`src/rtl/stepper_pkg.sv`:
```
// Shared types and constants for the bipolar stepper sequencer.
// Coil nibble ordering is {B-, A-, B+, A+}.
package stepper_pkg;

   typedef enum logic {
      ST_IDLE = 1'b0,
      ST_RUN  = 1'b1
   } state_e;

   localparam int COIL_A_POS  = 0;
   localparam int COIL_BP_POS = 1;
   localparam int COIL_AN_POS = 2;
   localparam int COIL_BN_POS = 3;
   localparam int COIL_W      = 4;

   // Half-step table: even entries energise one winding, odd entries two.
   localparam logic [7:0][COIL_W-1:0] PHASE_TABLE = {
      4'b1001, 4'b1000, 4'b1100, 4'b0100,
      4'b0110, 4'b0010, 4'b0011, 4'b0001
   };

   function automatic logic [2:0] next_phase(input logic [2:0] cur,
                                             input logic       fwd,
                                             input logic       half);
      logic [2:0] delta;
      delta = half ? 3'd1 : 3'd2;
      return fwd ? cur + delta : cur - delta;
   endfunction

endpackage

```
`src/rtl/pwm_gen.sv`:
```
// Free-running duty counter; pwm_on is high while the count is below duty.
module pwm_gen #(
   parameter int DUTY_W = 8
) (
   input  logic              clk,
   input  logic              rst_n,
   input  logic [DUTY_W-1:0] duty,
   output logic              pwm_on
);

   logic [DUTY_W-1:0] cnt_q;

   always_ff @(posedge clk or negedge rst_n) begin
      if (!rst_n) begin
         cnt_q <= '0;
      end else begin
         cnt_q <= cnt_q + 1'b1;
      end
   end

   assign pwm_on = (cnt_q < duty);

endmodule

```
`src/rtl/step_sequencer.sv`:
```
// Bipolar stepper sequencer: accepts a move, walks the phase table at the
// programmed rate. Optional coil chopping when STEPPER_PWM_EN is defined.
import stepper_pkg::*;

module step_sequencer #(
   parameter int PERIOD_W = 16,
   parameter int COUNT_W  = 16,
   parameter int DUTY_W   = 8
) (
   input  logic                clk,
   input  logic                rst_n,
   input  logic                start,
   input  logic [COUNT_W-1:0]  steps,
   input  logic [PERIOD_W-1:0] period,
   input  logic                dir,
   input  logic                half_step,
   input  logic                abort,
   input  logic                hold,
   input  logic [DUTY_W-1:0]   duty,
   output logic                ready,
   output logic                busy,
   output logic                done,
   output logic [COUNT_W-1:0]  remaining,
   output logic [2:0]          phase,
   output logic [3:0]          coil
);

   localparam logic [PERIOD_W-1:0] PERIOD_ONE = {{(PERIOD_W-1){1'b0}}, 1'b1};
   localparam logic [COUNT_W-1:0]  COUNT_ONE  = {{(COUNT_W-1){1'b0}}, 1'b1};

   state_e              state_q, state_d;
   logic [PERIOD_W-1:0] period_q, period_d;
   logic [PERIOD_W-1:0] tick_q, tick_d;
   logic [COUNT_W-1:0]  remaining_q, remaining_d;
   logic [2:0]          phase_q, phase_d;
   logic                dir_q, dir_d;
   logic                half_q, half_d;
   logic                done_q, done_d;
   logic [COIL_W-1:0]   coil_q, coil_d;
   logic [COIL_W-1:0]   table_val;
   logic                pwm_on;

   always_ff @(posedge clk or negedge rst_n) begin
      if (!rst_n) begin
         state_q     <= ST_IDLE;
         period_q    <= PERIOD_ONE;
         tick_q      <= '0;
         remaining_q <= '0;
         phase_q     <= '0;
         dir_q       <= 1'b0;
         half_q      <= 1'b0;
         done_q      <= 1'b0;
         coil_q      <= '0;
      end else begin
         state_q     <= state_d;
         period_q    <= period_d;
         tick_q      <= tick_d;
         remaining_q <= remaining_d;
         phase_q     <= phase_d;
         dir_q       <= dir_d;
         half_q      <= half_d;
         done_q      <= done_d;
         coil_q      <= coil_d;
      end
   end

   always_comb begin
      state_d     = state_q;
      period_d    = period_q;
      tick_d      = tick_q;
      remaining_d = remaining_q;
      phase_d     = phase_q;
      dir_d       = dir_q;
      half_d      = half_q;
      done_d      = 1'b0;
      case (state_q)
         ST_IDLE: begin
            if (start && (steps != '0)) begin
               state_d     = ST_RUN;
               dir_d       = dir;
               half_d      = half_step;
               period_d    = (period == '0) ? PERIOD_ONE : period;
               tick_d      = period_d - PERIOD_ONE;
               remaining_d = steps;
            end
         end
         ST_RUN: begin
            // Abort beats a coincident step: phase and remaining stay put.
            if (abort) begin
               state_d = ST_IDLE;
               done_d  = 1'b1;
            end else if (tick_q == '0) begin
               phase_d     = next_phase(phase_q, dir_q, half_q);
               remaining_d = remaining_q - COUNT_ONE;
               tick_d      = period_q - PERIOD_ONE;
               if (remaining_q == COUNT_ONE) begin
                  state_d = ST_IDLE;
                  done_d  = 1'b1;
               end
            end else begin
               tick_d = tick_q - PERIOD_ONE;
            end
         end
         default: state_d = ST_IDLE;
      endcase
   end

`ifdef STEPPER_PWM_EN
   pwm_gen #(.DUTY_W(DUTY_W)) u_pwm (
      .clk    (clk),
      .rst_n  (rst_n),
      .duty   (duty),
      .pwm_on (pwm_on)
   );
`else
   logic unused_duty;
   assign unused_duty = ^duty;
   assign pwm_on      = 1'b1;
`endif

   assign table_val = ((state_q == ST_RUN) || hold) ? PHASE_TABLE[phase_q] : '0;

   for (genvar gi = 0; gi < COIL_W; gi++) begin : g_coil
      assign coil_d[gi] = table_val[gi] & pwm_on;
   end

   assign ready     = (state_q == ST_IDLE);
   assign busy      = (state_q == ST_RUN);
   assign done      = done_q;
   assign remaining = remaining_q;
   assign phase     = phase_q;
   assign coil      = coil_q;

endmodule

```
`config.mk`:
```
export PLATFORM = sky130hd
export DESIGN_NAME = step_sequencer
export DESIGN_NICKNAME = d
export VERILOG_FILES = /design/src/rtl/stepper_pkg.sv /design/src/rtl/pwm_gen.sv /design/src/rtl/step_sequencer.sv
export SDC_FILE = /design/constraint.sdc
export NUM_CORES = 1
export LEC_CHECK = 0
export ABC_AREA = 1
export BUFFER_PORTS_ARGS = -buffer_cell sky130_fd_sc_hd__buf_2
export CAP_MARGIN = 20
export CORE_UTILIZATION = 60
export DETAILED_ROUTE_END_ITERATION = 6
export PLACE_DENSITY = 0.86
export SLEW_MARGIN = 0
export SYNTH_ARGS = -nofsm -noshare
export SYNTH_HDL_FRONTEND = slang
export SYNTH_SLANG_ARGS = --single-unit
```
`constraint.sdc`:
```
create_clock -name clk -period 3 [get_ports clk]
set_clock_uncertainty 0.15 [all_clocks]
set_input_delay 0 -clock clk [delete_from_list [all_inputs] [get_ports clk]]
set_output_delay 0 -clock clk [all_outputs]
set_load 0.01 [all_outputs]
```
---- Yosys cells after proc, flatten, opt, wreduce, memory -nomap -nowiden ----
Memory sizes are Yosys's and may differ from the RTL's.
Cells that the tools add are included.
word-level totals
  bits in registers ....................... 59
  ROM bits ................................ 32
  input port bits ......................... 47
  output and inout bits ................... 26
  logic and storage cells ................. 54
  memories ................................ 1
memories
  name             words  width  rd ports  clocked after memory_dff  write ports  line                   RTL
  (no name shown)  8      4      1         0                         0            step_sequencer.sv:121  assign table_val = ((state_q == ST_RUN) || hold) ? PHASE_TABLE[phase_q] : '0;
cells by class
  add/subtract/negate cells ............... 6
  magnitude comparators ................... 1
  equality and inequality tests ........... 4
  multiplexer cells ....................... 22
  bitwise operators ....................... 2
  reductions and logical operators ........ 9
operators by type and width
  cell                                                        number
  2-to-1 mux 16 bit                                           7
  one-hot mux 16 bit (2 select lines)                         2
  subtractor 16 x 1 -> 16 bit, second input constant          4
  zero test 16 bit                                            2
  equality test 16 x 1 -> 1 bit, second input constant        1
  nonzero test 16 bit                                         1
  2-to-1 mux 1 bit                                            8
  2-to-1 mux 4 bit                                            2
  AND reduction 3 bit                                         2
  less-than comparator 3 x 4 -> 1 bit, second input constant  1
  != test 2 x 1 -> 1 bit, second input constant               2
  AND reduction 2 bit                                         2
  adder 3 x 2 -> 3 bit                                        1
  2-to-1 mux 3 bit                                            1
  subtractor 3 x 2 -> 3 bit                                   1
  2-to-1 mux 2 bit                                            1
  != test 2 bit, second input constant                        1
  inverter 1 bit                                              2
  one-hot mux 1 bit (2 select lines)                          1
  logical AND 1 bit                                           1
  logical OR 1 bit                                            1

---- Logic depth before layout (Yosys ltp) ----
  word-level depth ........................ 5
  depth in mapped cells ................... 15

---- Worst setup path before layout ----
Ideal clock, no wire load.
  kind .................................... reg-to-reg
  from .................................... reg tick_q[7]
  to ...................................... reg tick_q[10]
  arrival time ............................ 1.582 ns
  required time ........................... 2.733 ns
  slack ................................... 1.152 ns
  stages on the path, launching flop included .. 16
  buffers on the path ..................... 0
  clock period less this slack ............ 1.848 ns
  cells stage by stage .................... dfrtp_1 > nor2_1 > nand2_1 > nor2_4 > nand3_1 > nand2_1 > nand2_1 > ha_1 > nand2_1 > nor2_2 > nand2_2 > nor2_1 > nand2_1 > nand2_1 > nand2_1 > nand2_1
between the ends
  longest elaborated chain between the ends .. 4
  elaborated cells on any way between the ends .. 5
ends and longest elaborated chain
  what                                                             line                                         RTL
  start, declared                                                  step_sequencer.sv:33                         logic [PERIOD_W-1:0] tick_q, tick_d;
  start signal, assigned                                           step_sequencer.sv:57                         tick_q <= tick_d;
  subtractor 16 x 1 -> 16 bit or zero test 16 bit (tied branches)  step_sequencer.sv:101, step_sequencer.sv:92
  2-to-1 mux 16 bit (*)                                            step_sequencer.sv:92                         end else if (tick_q == '0) begin
  2-to-1 mux 16 bit (*)                                            step_sequencer.sv:89                         if (abort) begin
  one-hot mux 16 bit (2 select lines) (*)                          step_sequencer.sv:76                         case (state_q)
Mark *: on every way between the ends. The rest lies on a longest branch, timed or not. The select of a mux whose other input is x is not followed.
A chain may end at the register's enable or synchronous reset.

---- Worst setup path in the final report ----
  from .................................... in steps[13]
  to ...................................... reg period_q[0]
between the ends
  longest elaborated chain between the ends .. 3
ends and longest elaborated chain
  what                           line                  RTL
  start, declared                step_sequencer.sv:13  input logic [COUNT_W-1:0] steps,
  nonzero test 16 bit            step_sequencer.sv:78  if (start && (steps != '0)) begin
  logical AND 1 bit              step_sequencer.sv:78
  AND reduction 2 bit (no line)  -
  end signal, assigned           step_sequencer.sv:56  period_q <= period_d;
  end, declared                  step_sequencer.sv:32  logic [PERIOD_W-1:0] period_q, period_d;
Every way passes these cells.

==> flow_summary.json <==
{
  "status": "complete, no violations",
  "ys_seq_area_frac": 0.4053,
  "hold_slack_ns": 0.1529,
  "coreArea_sq_mm": 0.005886,
  "ys.flop_type": "dfrtp_1",
  "grt_max_degree": 45,
  "grt-ovfl-total": 0,
  "cts_max_level": 3,
  "maxCapViolCount": 0,
  "hold_viol": 0,
  "grt_pass1_vias": 3776,
  "antennaDiodeCount": 0,
  "worstSetupEndpointType": "register",
  "route.detailed.drc": 0,
  "layout_commonest_cell": "nand2_1",
  "clk_pin_slew_ns": 0.07,
  "finalWirelength_um": 10360,
  "yosys.cell_types.count": 38,
  "max-vdd-ir-drop_mv": 0.4084,
  "clk_latency_ns": 0.35,
  "syn-num-nets": 563,
  "cts_num_sinks": 59,
  "antenna_found_initial": 0,
  "ant_nets": 0,
  "crit_fanout": 19,
  "synthCells": 511,
  "rows": 28,
  "fin_ws_ns": 0.3297,
  "vias": 3869,
  "tritoncts": "done",
  "drt_iter0_drc": 332,
  "synth_seq_cells": 59,
  "most-common-layout-cells": "nand2_1 (155), nor2_1 (70), buf_2 (64)",
  "yosysWarnings": 0,
  "cts_root_buf": "clkbuf_8",
  "place_ws_ns": 0.6119,
  "critPathLaunchType": "input port",
  "nets": 664,
  "wl_per_cell_um": 14.98,
  "io_buffers": 64,
  "avgSynthCellArea_sq_um": 7.135,
  "synth-async-reset-ratio": 1.000,
  "cts-resized-gates": 0,
  "fillers": 432,
  "crit_type": "in -> reg",
  "synthToLayoutAreaGrowth_pct": 26.39,
  "max_clock_freq_ghz": 0.3745,
  "synth_edf_count": 0,
  "dpl.hpwl_um": 6360,
  "arrival_ns": 2.80,
  "drive_gt1_frac": 0.2042,
  "required_ns": 3.13,
  "cts_buffers": 9,
  "setup_viol": 0,
  "min_period_over_period": 0.8901,
  "slew_violations": 0,
  "leakage_nw": 2.322,
  "grt_pass1_wl_um": 17230,
  "firstDrtPassIters": 5,
  "min_period_ns": 2.670,
  "syn_area_sq_mm": 0.003646,
  "worst_pin_slew_ns": 1.005,
  "die_h_um": 79.95,
  "grtUsageTotal": 0.3551,
  "relSlewSlack": 0.3303,
  "die_area_sq_mm": 0.006392,
  "die_x_um": 79.95,
  "fin_tns_setup_ns": 0,
  "power.density_mw_per_mm2": 663.0,
  "boundaryPins": 73,
  "clockBufferDepth": 2,
  "start_util": 0.6195,
  "hp-class": "in -> reg",
  "rsz0062_at_grt": "false",
  "place_congestion": 0.9119,
  "viasPerCell": 5.591
}
-- metrics by stage --
step / cells / total power, mW / util / instance area, sq um
2_1_floorplan: 511 / 1.839 / - / 3646
3_3_place_gp: 638 / 2.083 / 0.6796 / 4000
3_5_place_dp: 638 / 2.127 / 0.6796 / 4000
4_1_cts: 692 / 3.009 / 0.7830 / 4608
5_1_grt: 692 / 3.244 / 0.7830 / 4608
6_report: 692 / 3.055 / 0.7830 / 4608
-- synth_stat cells (3+ instances only) --
| library cell | count | area share |
|---|---|---|
| xor2_1 | 9 | 0.022 |
| nand2_2 | 14 | 0.024 |
| nor2_1 | 70 | 0.072 |
| nand4_1 | 6 | 0.010 |
| o22ai_1 | 5 | 0.0086 |
| o211ai_1 | 6 | 0.012 |
| clkbuf_1 | 6 | 0.0062 |
| a31oi_1 | 4 | 0.0069 |
| dfrtp_1 | 58 | 0.40 |
| nor4_1 | 4 | 0.0069 |
| nand2_1 | 155 | 0.16 |
| buf_6 | 3 | 0.0093 |
| o21ai_1 | 5 | 0.0069 |
| a21oi_1 | 8 | 0.011 |
| inv_1 | 38 | 0.039 |
| o21bai_1 | 5 | 0.010 |
| nor2_2 | 7 | 0.012 |
| nand3_1 | 29 | 0.040 |
| nand2_4 | 3 | 0.0093 |
| ha_1 | 4 | 0.014 |
| o21ai_0 | 34 | 0.047 |
| inv_2 | 10 | 0.010 |
| buf_2 | 6 | 0.0082 |
-- routing by layer --
layer	track usage	vias up	share of wire
met2	0.6060	214	0.49
met1	0.4173	1766	0.40
met5	0	-	0
met4	0.1857	0	0.034
met3	0.07543	51	0.070
li1	-	1838	-
-- registers in the layout, summed over array words and instances (netlist names) --
name,cells
done,1
period_q,16
dir_q,1
busy,1
remaining,16
half_q,1
phase,3
tick_q,16
coil,4
-- repair_timing --
action / in CTS / in global routing
endpoints found under the hold margin: 84 / 0
hold buffers: 38 / 0
setup buffers: 0 / 0
-- cell type report --
cell class              count  area [sq um]  area share
clock buffers              12         155.1     0.03367
clock inverters             4         72.57     0.01575
inverters                  48         180.2     0.03910
multi-input cells         388          1898      0.4119
flip-flops and latches     59          1478      0.3207
well taps                  75         93.84     0.02036
repair buffers            106         730.7      0.1586
-- path summary, 6_finish.rpt --
path | from | end | slack [ns] | cells past startpoint
min in group asynchronous | rst_n | coil[3] | 0.21 | 2
hold / removal | start | period_q[13] | 0.15 | 5
setup / recovery | steps[13] | period_q[0] | 0.33 | 9
hold reg to reg | period_q[9] | period_q[9] | 0.33 | 2
setup reg to reg | tick_q[9] | remaining[6] | 0.49 | 10
max in group asynchronous | rst_n | tick_q[9] | 1.68 | 3
-- power breakdown --
part           total, mW  internal, mW  switching [mW]
sequential          1.18          1.00           0.183
combinational       1.03         0.383           0.645
clock              0.844         0.512           0.331
-- worst max-delay path, cell delays in order --
cell	delay, ns
dlygate4sd3_1	0.56
buf_2	0.15
nor4_1	0.43
nand4_1	0.17
nand2_2	0.33
buf_4	0.29
inv_1	0.13
a31oi_1	0.17
dlygate4sd3_1	0.56
-- kinds of logic after synthesis --
group / after synthesis / synth area share
fa+ha+maj: 5 / 0.01922
mux: 2 / 0.006177
simple gates: 300 / 0.3593
xor+xnor: 11 / 0.02643
flops: 59 / 0.4053
compound gates: 70 / 0.1095
buf+inv: 64 / 0.07413
Note: power is estimated with default switching activity, not from simulation.
